==> src/rtl/uart_pkg.sv <==
// Shared types and constants for the UART receiver and instruction-memory programmer.
package uart_pkg;

    typedef enum logic [1:0] {
        IDLE  = 2'd0,
        START = 2'd1,
        DATA  = 2'd2,
        STOP  = 2'd3
    } rx_state_t;

    localparam int unsigned OVERSAMPLE = 16;
    localparam int unsigned MID_SAMPLE = 8;

    // Integer-truncated clocks per oversample tick.
    function automatic int unsigned calc_div(input int unsigned clk_freq,
                                             input int unsigned baud);
        return clk_freq / (baud * OVERSAMPLE);
    endfunction

endpackage

==> src/rtl/uart_rx.sv <==
// 8N1 UART receiver: 2-flop synchronizer, 16x oversample tick generator and framing FSM.
import uart_pkg::*;

module uart_rx #(
    parameter int unsigned CLK_FREQ = 100_000_000,
    parameter int unsigned BAUD     = 115_200
) (
    input  logic       clk,
    input  logic       Rst_n,
    input  logic       rx,
    input  logic       prog,
    output logic       byte_vld,
    output logic       stop_err,
    output logic [7:0] rx_byte
);

    localparam int unsigned DIV = calc_div(CLK_FREQ, BAUD);
    localparam int unsigned TW  = (DIV > 1) ? $clog2(DIV) : 1;

    generate
        if (DIV < 1) begin : g_div_chk
            $error("uart_rx: CLK_FREQ too low for BAUD, divider would be zero");
        end
    endgenerate

    logic [1:0]    sync;
    logic          rx_s;
    rx_state_t     state, state_n;
    logic [TW-1:0] tick_cnt;
    logic          tick;
    logic [3:0]    smp_cnt;
    logic [2:0]    bit_idx;
    logic [7:0]    shreg;

    assign rx_s    = sync[1];
    assign tick    = (state != IDLE) && (tick_cnt == TW'(DIV - 1));
    assign rx_byte = shreg;

    always_ff @(posedge clk) begin
        if (!Rst_n) begin
            sync     <= 2'b11;
            state    <= IDLE;
            tick_cnt <= '0;
            smp_cnt  <= '0;
            bit_idx  <= '0;
            shreg    <= '0;
        end else begin
            sync  <= {sync[0], rx};
            state <= state_n;

            if (state == IDLE || tick)
                tick_cnt <= '0;
            else
                tick_cnt <= tick_cnt + TW'(1);

            // Sample counter restarts on every state change; in DATA it wraps every 16 ticks.
            if (state_n != state)
                smp_cnt <= '0;
            else if (tick)
                smp_cnt <= smp_cnt + 4'd1;

            if (state == DATA && tick && smp_cnt == 4'(OVERSAMPLE - 1)) begin
                shreg   <= {rx_s, shreg[7:1]};
                bit_idx <= bit_idx + 3'd1;
            end else if (state != DATA) begin
                bit_idx <= '0;
            end
        end
    end

    always_comb begin
        state_n  = state;
        byte_vld = 1'b0;
        stop_err = 1'b0;
        case (state)
            IDLE: begin
                if (prog && !rx_s)
                    state_n = START;
            end
            START: begin
                if (tick && smp_cnt == 4'(MID_SAMPLE - 1))
                    state_n = rx_s ? IDLE : DATA;
            end
            DATA: begin
                if (tick && smp_cnt == 4'(OVERSAMPLE - 1) && bit_idx == 3'd7)
                    state_n = STOP;
            end
            STOP: begin
                if (tick && smp_cnt == 4'(OVERSAMPLE - 1)) begin
                    state_n  = IDLE;
                    byte_vld = rx_s;
                    stop_err = !rx_s;
                end
            end
            default: state_n = IDLE;
        endcase
        // Leaving programming mode aborts any frame in flight, including its completion.
        if (!prog) begin
            state_n  = IDLE;
            byte_vld = 1'b0;
            stop_err = 1'b0;
        end
    end

endmodule

==> src/rtl/uart_imem_programmer.sv <==
// Serial instruction-memory loader: assembles UART bytes little-endian into words with an auto-incrementing address.
import uart_pkg::*;

module uart_imem_programmer #(
    parameter int unsigned CLK_FREQ = 100_000_000,
    parameter int unsigned BAUD     = 115_200,
    parameter int unsigned ADDR_W   = 12
) (
    input  logic              clk,
    input  logic              Rst_n,
    input  logic              rx,
    input  logic              prog,
    output logic              memcon_prog_ena,
    output logic [31:0]       uart_dout,
    output logic [ADDR_W-1:0] prog_addr,
    output logic              prog_wea,
    output logic              frame_err,
    output logic [ADDR_W-3:0] word_cnt
);

    logic        byte_vld;
    logic        stop_err;
    logic [7:0]  rx_byte;
    logic [1:0]  bidx;
    logic [23:0] shadow;
    logic        prog_rise;

    uart_rx #(
        .CLK_FREQ(CLK_FREQ),
        .BAUD    (BAUD)
    ) u_rx (
        .clk     (clk),
        .Rst_n   (Rst_n),
        .rx      (rx),
        .prog    (prog),
        .byte_vld(byte_vld),
        .stop_err(stop_err),
        .rx_byte (rx_byte)
    );

    assign prog_rise = prog && !memcon_prog_ena;

    always_ff @(posedge clk) begin
        if (!Rst_n) begin
            memcon_prog_ena <= 1'b0;
            uart_dout       <= '0;
            prog_addr       <= '0;
            prog_wea        <= 1'b0;
            frame_err       <= 1'b0;
            word_cnt        <= '0;
            bidx            <= '0;
            shadow          <= '0;
        end else begin
            memcon_prog_ena <= prog;
            prog_wea        <= 1'b0;

            if (prog_wea) begin
                prog_addr <= prog_addr + ADDR_W'(4);
                word_cnt  <= word_cnt + (ADDR_W-2)'(1);
            end

            // Lower bytes are staged in a shadow so uart_dout only changes at a strobe.
            if (!prog) begin
                bidx      <= '0;
                prog_addr <= '0;
            end else if (byte_vld) begin
                bidx   <= bidx + 2'd1;
                shadow <= {rx_byte, shadow[23:8]};
                if (bidx == 2'd3) begin
                    uart_dout <= {rx_byte, shadow};
                    prog_wea  <= 1'b1;
                end
            end

            if (prog_rise) begin
                word_cnt  <= '0;
                frame_err <= 1'b0;
            end else if (stop_err) begin
                frame_err <= 1'b1;
            end
        end
    end

endmodule

==> config.mk <==
export PLATFORM = sky130hd
export DESIGN_NAME = uart_imem_programmer
export DESIGN_NICKNAME = d
export VERILOG_FILES = /design/src/rtl/uart_pkg.sv /design/src/rtl/uart_rx.sv /design/src/rtl/uart_imem_programmer.sv
export SDC_FILE = /design/constraint.sdc
export NUM_CORES = 1
export LEC_CHECK = 0
export BUFFER_PORTS_ARGS = -buffer_cell sky130_fd_sc_hd__buf_2
export CORE_MARGIN = 2
export CORE_UTILIZATION = 40
export CTS_CLUSTER_SIZE = 30
export DETAILED_ROUTE_END_ITERATION = 8
export SLEW_MARGIN = 0
export SYNTH_ARGS = -nofsm -noshare
export SYNTH_HDL_FRONTEND = slang
export SYNTH_SLANG_ARGS = --single-unit
==> constraint.sdc <==
create_clock -name clk -period 3.6 [get_ports clk]
set_input_delay 0.36 -clock clk [delete_from_list [all_inputs] [get_ports clk]]
set_output_delay 0.36 -clock clk [all_outputs]
set_load 0.05 [all_outputs]
== Word level (Yosys, flattened, before mapping) ==
Index checks and enable logic that the tools add are counted.

* Bits in registers: 108
* Bits of input ports: 4
* Output and inout port bits: 57

* $add $sub $neg: 6
* Equal/unequal tests: 10
* Multiplexer cells: 16
* Bitwise operators: 1
* Reductions and logical operators: 21

{| class="wikitable"
|+ Operators with widths
! cell !! number
|-
| $add A12 B3 Y12 const B || 1
|-
| $mux W2 || 6
|-
| $add A10 B1 Y10 const B || 1
|-
| $logic_and A1 B1 Y1 || 8
|-
| $pmux W2 S4 || 1
|-
| $mux W1 || 7
|-
| $add A6 B1 Y6 const B || 1
|-
| $eq A2 B2 Y1 const B || 3
|-
| $eq A6 B6 Y1 const B || 1
|-
| $mux W3 || 2
|-
| $reduce_and A3 Y1 || 2
|-
| $reduce_or A2 Y1 || 3
|-
| $add A4 B1 Y4 const B || 1
|-
| $eq A4 B3 Y1 const B || 1
|-
| $eq A4 B4 Y1 const B || 1
|-
| $reduce_and A2 Y1 || 2
|-
| $reduce_bool A2 Y1 || 2
|-
| $add A3 B1 Y3 const B || 1
|-
| $eq A3 B3 Y1 const B || 1
|-
| $add A2 B1 Y2 const B || 1
|-
| $eq A2 B1 Y1 const B || 1
|-
| $logic_not A1 Y1 || 2
|-
| $logic_not A2 Y1 || 1
|-
| $ne A2 B2 Y1 || 1
|-
| other kinds (3) || 3
|}

== Logic depth before layout (Yosys ltp) ==
* Depth after elaboration: 9
* Mapped depth: 8
* Mapped depth without buffers: 6

== Cells and area by module ==
Synthesis repeated with hierarchy kept, for this count alone.

* Cells, all modules: 485
* Area, all modules: 4296.6 µm²

{| class="wikitable"
|+ By module, submodules not included
! module !! instances !! cells each !! area each (µm²)
|-
| uart_imem_programmer || 1 || 359 || 3109.2
|-
| uart_rx || 1 || 126 || 1187.4
|}

== Worst setup path after synthesis ==
OpenSTA, ideal clock, no wires.

* Path kind: reg2reg
* Start point: reg u_rx.tick_cnt[0]
* End point: reg u_rx.smp_cnt[0]
* Setup time: 0.132 ns
* Arrival time: 1.627 ns
* Required time: 3.468 ns
* Setup slack: 1.841 ns
* Cell stages (with the launch flop): 7
* Path buffers: 1
* Period minus slack after synthesis: 1.759 ns
* Path through: dfxtp_1 ha_1 nand4_4 or3_1 buf_6 a221oi_4 nor3_1

* Cells in the longest elaborated chain, start to end: 9
* Elaborated cells between the ends (all ways): 12
* Those cells by class: 2 x eq/ne; 5 x mux; 5 x reduce/logical

{| class="wikitable"
|+ Ends and longest elaborated chain
! element !! RTL line !! source
|-
| start: declaration || uart_rx.sv:29 || <nowiki>logic [TW-1:0] tick_cnt;</nowiki>
|-
| start signal: assignment || uart_rx.sv:54 || <nowiki>tick_cnt <= tick_cnt + TW'(1);</nowiki>
|-
| $eq A6 B6 Y1 * || uart_rx.sv:36 || <nowiki>assign tick = (state != IDLE) && (tick_cnt == TW'(DIV - 1));</nowiki>
|-
| $logic_and A1 B1 Y1 * || uart_rx.sv:36 ||
|-
| $logic_and A1 B1 Y1 || uart_rx.sv:85, uart_rx.sv:89 ||
|-
| $logic_and A1 B1 Y1 || uart_rx.sv:85 || <nowiki>if (tick && smp_cnt == 4'(OVERSAMPLE - 1) && bit_idx == 3'd7)</nowiki>
|-
| $mux W2 || uart_rx.sv:85 ||
|-
| $pmux W2 S4 || uart_rx.sv:75 || <nowiki>case (state)</nowiki>
|-
| $mux W2 || uart_rx.sv:98 || <nowiki>if (!prog) begin</nowiki>
|-
| $ne A2 B2 Y1 || uart_rx.sv:57 || <nowiki>if (state_n != state)</nowiki>
|-
| $reduce_or A2 Y1 (no line) || -- ||
|-
| end signal: assignment || uart_rx.sv:60 || <nowiki>smp_cnt <= smp_cnt + 4'd1;</nowiki>
|-
| end: declaration || uart_rx.sv:31 || <nowiki>logic [3:0] smp_cnt;</nowiki>
|}

Every way passes the cells marked *; elsewhere a longest branch is shown, timed or not.
A chain may end at the register's enable or synchronous reset.

== Final worst setup path ==
* Start point: reg u_rx.tick_cnt[0]
* End point: reg u_rx.smp_cnt[1]

Same word-level chain as after synthesis.

==> flow_summary.json <==
{
  "dr.pass1.iters": 5,
  "use_met1_pct": 22.0,
  "netlist_instances": 469,
  "yosysWarningCount": 0,
  "fill_cells": 1048,
  "synth.most_common_cell": "dfxtp_1",
  "setup_viol": 0,
  "slew_violations": 0,
  "postRouteAntennaNets": 0,
  "required_ns": 3.84,
  "p_switching_uw": 430,
  "fmax_mhz": 418,
  "synth-seq-cells": 106,
  "synth_edf_count": 0,
  "hp-class": "input pin to flop",
  "cts_setup_buffers": 0,
  "synth_top_area_share_pct": 47.9,
  "die_x_um": 109,
  "powerDensity_nw_per_um2": 397,
  "worstPathMaxFanout": 36,
  "grt.total_usage_pct": 16.2,
  "p_seq_share_pct": 60.1,
  "cts_buffers": 9,
  "worstSetupStartpoint": "u_rx.tick_cnt[0]",
  "num_rows": 38,
  "cts_tree": "built",
  "io_pins": 61,
  "gr-usage-met3_pct": 4.30,
  "use_met2_pct": 25.0,
  "place_congestion": 0.771,
  "rsz0062_at_grt": "no",
  "grt_overflow": 0,
  "clkLatencyLatePin_ns": 0.37,
  "final-seq-area_sq_um": 2120,
  "total_power_uw": 1960,
  "nets": 519,
  "synth_area_sq_um": 4430,
  "hold_violations": 0,
  "grt_pass1_wl_mm": 15.2,
  "ys_types": 38,
  "drcViolationCount": 0,
  "die_y_um": 109,
  "io_buffers": 58,
  "routed_via_density": 5.20,
  "final_layout_size_suffix_gt1_share_pct": 16.2,
  "ys.flop_type": "dfxtp_1",
  "worst_pin_slew_ns": 1.16,
  "wl_per_cell_um": 14.0,
  "dp_hpwl_mm": 6.04,
  "multiInputGateArea_sq_um": 2070,
  "r2r-start": "u_rx.tick_cnt[0]",
  "p_comb_share_pct": 2.0,
  "yosysSeqAreaShare_pct": 47.9,
  "p_sw_share_pct": 22.0,
  "num_vias": 3393,
  "syn_area_per_cell_sq_um": 9.44,
  "cap_violations": 0,
  "area_growth_pct": 11.3,
  "p_leak_uw": 0.00203,
  "hp-start": "rx",
  "slew-limit-headroom_pct": 22.1,
  "dieArea_sq_um": 11900,
  "async_reset_ff_share_pct": 0,
  "fin_crit_ns": 2.39,
  "antenna_found_initial": 0,
  "ys_top_cells_by_area": "dfxtp_1 48%, mux2i_1 8.6%, nand4_1 5.4%",
  "diodes": 0,
  "cts.sinks": 106,
  "outcome": "finished clean",
  "synth_common_cells": "106 x dfxtp_1, 49 x nand2_1, 41 x o21ai_0",
  "ir_worst_vdd_uv": 185,
  "cts_resized": 0,
  "clkTransAtPathRegs_ns": 0.10,
  "grt_max_degree": 55,
  "arrival_ns": 2.64,
  "grt.busiest_layer": "met2",
  "fin_crit_sh_pct": 66.4,
  "p_int_uw": 1530,
  "cts_buffer_depth": 2,
  "htree_num_levels": 3,
  "yosysTopAreaCell": "dfxtp_1",
  "tns_ns": 0,
  "start_util_pct": 40.8,
  "critPathLaunchType": "flop",
  "endpoint_kind": "flop",
  "fin_worst_skew_ns": 0.00751,
  "path_class": "flop to flop",
  "cts_root_buf": "clkbuf_8",
  "wl_mm": 9.14,
  "drt_iter0_drc": 149,
  "clockPowerShare_pct": 37.9,
  "design.core.area_sq_um": 10800,
  "holdBufCountCts": 0,
  "grt_pass1_vias": 3154
}
[metal layers]
layer / up-vias / part of all wire, %
met3: 8 / 3.7
li1: 1722 / -
met1: 1618 / 50
met2: 45 / 45
met4: 0 / 1.3
met5: - / 0
[final timing paths]
check,end,slack (ns),cells past startpoint
setup / recovery,u_rx.smp_cnt[1],1.21,5
hold reg to reg,u_rx.sync[1],0.42,1
setup reg to reg,u_rx.smp_cnt[1],1.21,5
hold / removal,u_rx.sync[0],0.18,2
[area by class of cell]
cell class              count  area share [%]
clock inverters             4            1.04
repair buffers             63            6.65
multi-input cells         317            42.0
clock buffers              12            2.95
flip-flops and latches    106            43.1
well taps                 140            3.56
inverters                  10           0.762
[sequential cells by signal, summed over array words and instances (netlist names)]
signal           cells
bidx                 2
frame_err            1
memcon_prog_ena      1
prog_addr           10
prog_wea             1
shadow              24
u_rx.bit_idx         3
u_rx.rx_byte         8
u_rx.smp_cnt         4
u_rx.state           2
u_rx.sync            2
u_rx.tick_cnt        6
uart_dout           32
word_cnt            10
[logic make-up (layout without fill, tap and decap cells)]
family                   after synthesis  count (layout)  share of synthesized area, %
multiplexers                          38              38                          8.59
adder cells (fa/ha/maj)                8               8                          2.26
other                                  1               2                        0.0847
flip-flops                           106             106                          47.9
AO/OA/AOI/OAI                         86              86                          12.3
XOR/XNOR                              22              22                          4.35
AND/OR/NAND/NOR                      161             161                          19.0
buffers and inverters                 47              89                          5.48
[worst max-delay path: stages (launching register included)]
cell,delay [ns]
dfxtp_1,0.38
ha_1,0.22
nand4_4,0.21
or3_1,0.84
a221oi_4,0.50
nor3_1,0.11
[cell usage in the layout (no fill, tap or decap), types with 7 or more instances in the layout]
master and count:
nor2_1 29, nand4_1 38, xnor2_1 12, o21ai_0 41, nand2_1 49, buf_2 58
dfxtp_1 106, nand2b_1 7, nand3_1 7, nor3_1 9, a21boi_0 18, clkbuf_8 10
a21boi_1 14, inv_1 10, ha_1 8, mux2i_1 38, xor2_1 10
[stage by stage]
step           hold slack [ns]  instance area, sq um  util, %  std cells  worst slack, ns
6_report                 0.179                  4930     45.5        652             1.21
5_1_grt                  0.176                  4930     45.5        652             1.03
4_1_cts                  0.160                  4930     45.5        652             1.19
3_5_place_dp             0.397                  4730     43.6        636             1.20
3_3_place_gp             0.392                  4730     43.6        636             1.31
2_1_floorplan            0.386                  4430        -        470             1.84
[power by group through the flow]
stage,sequential [uW],clock (uW),combinational [uW]
6_report,1180,741,39.2
3_3_place_gp,1200,0,39.0
3_5_place_dp,1200,0,39.6
5_1_grt,1180,816,43.6
4_1_cts,1180,760,39.6
2_1_floorplan,1200,0,30.9
Note: power is estimated with default switching activity, not from simulation.
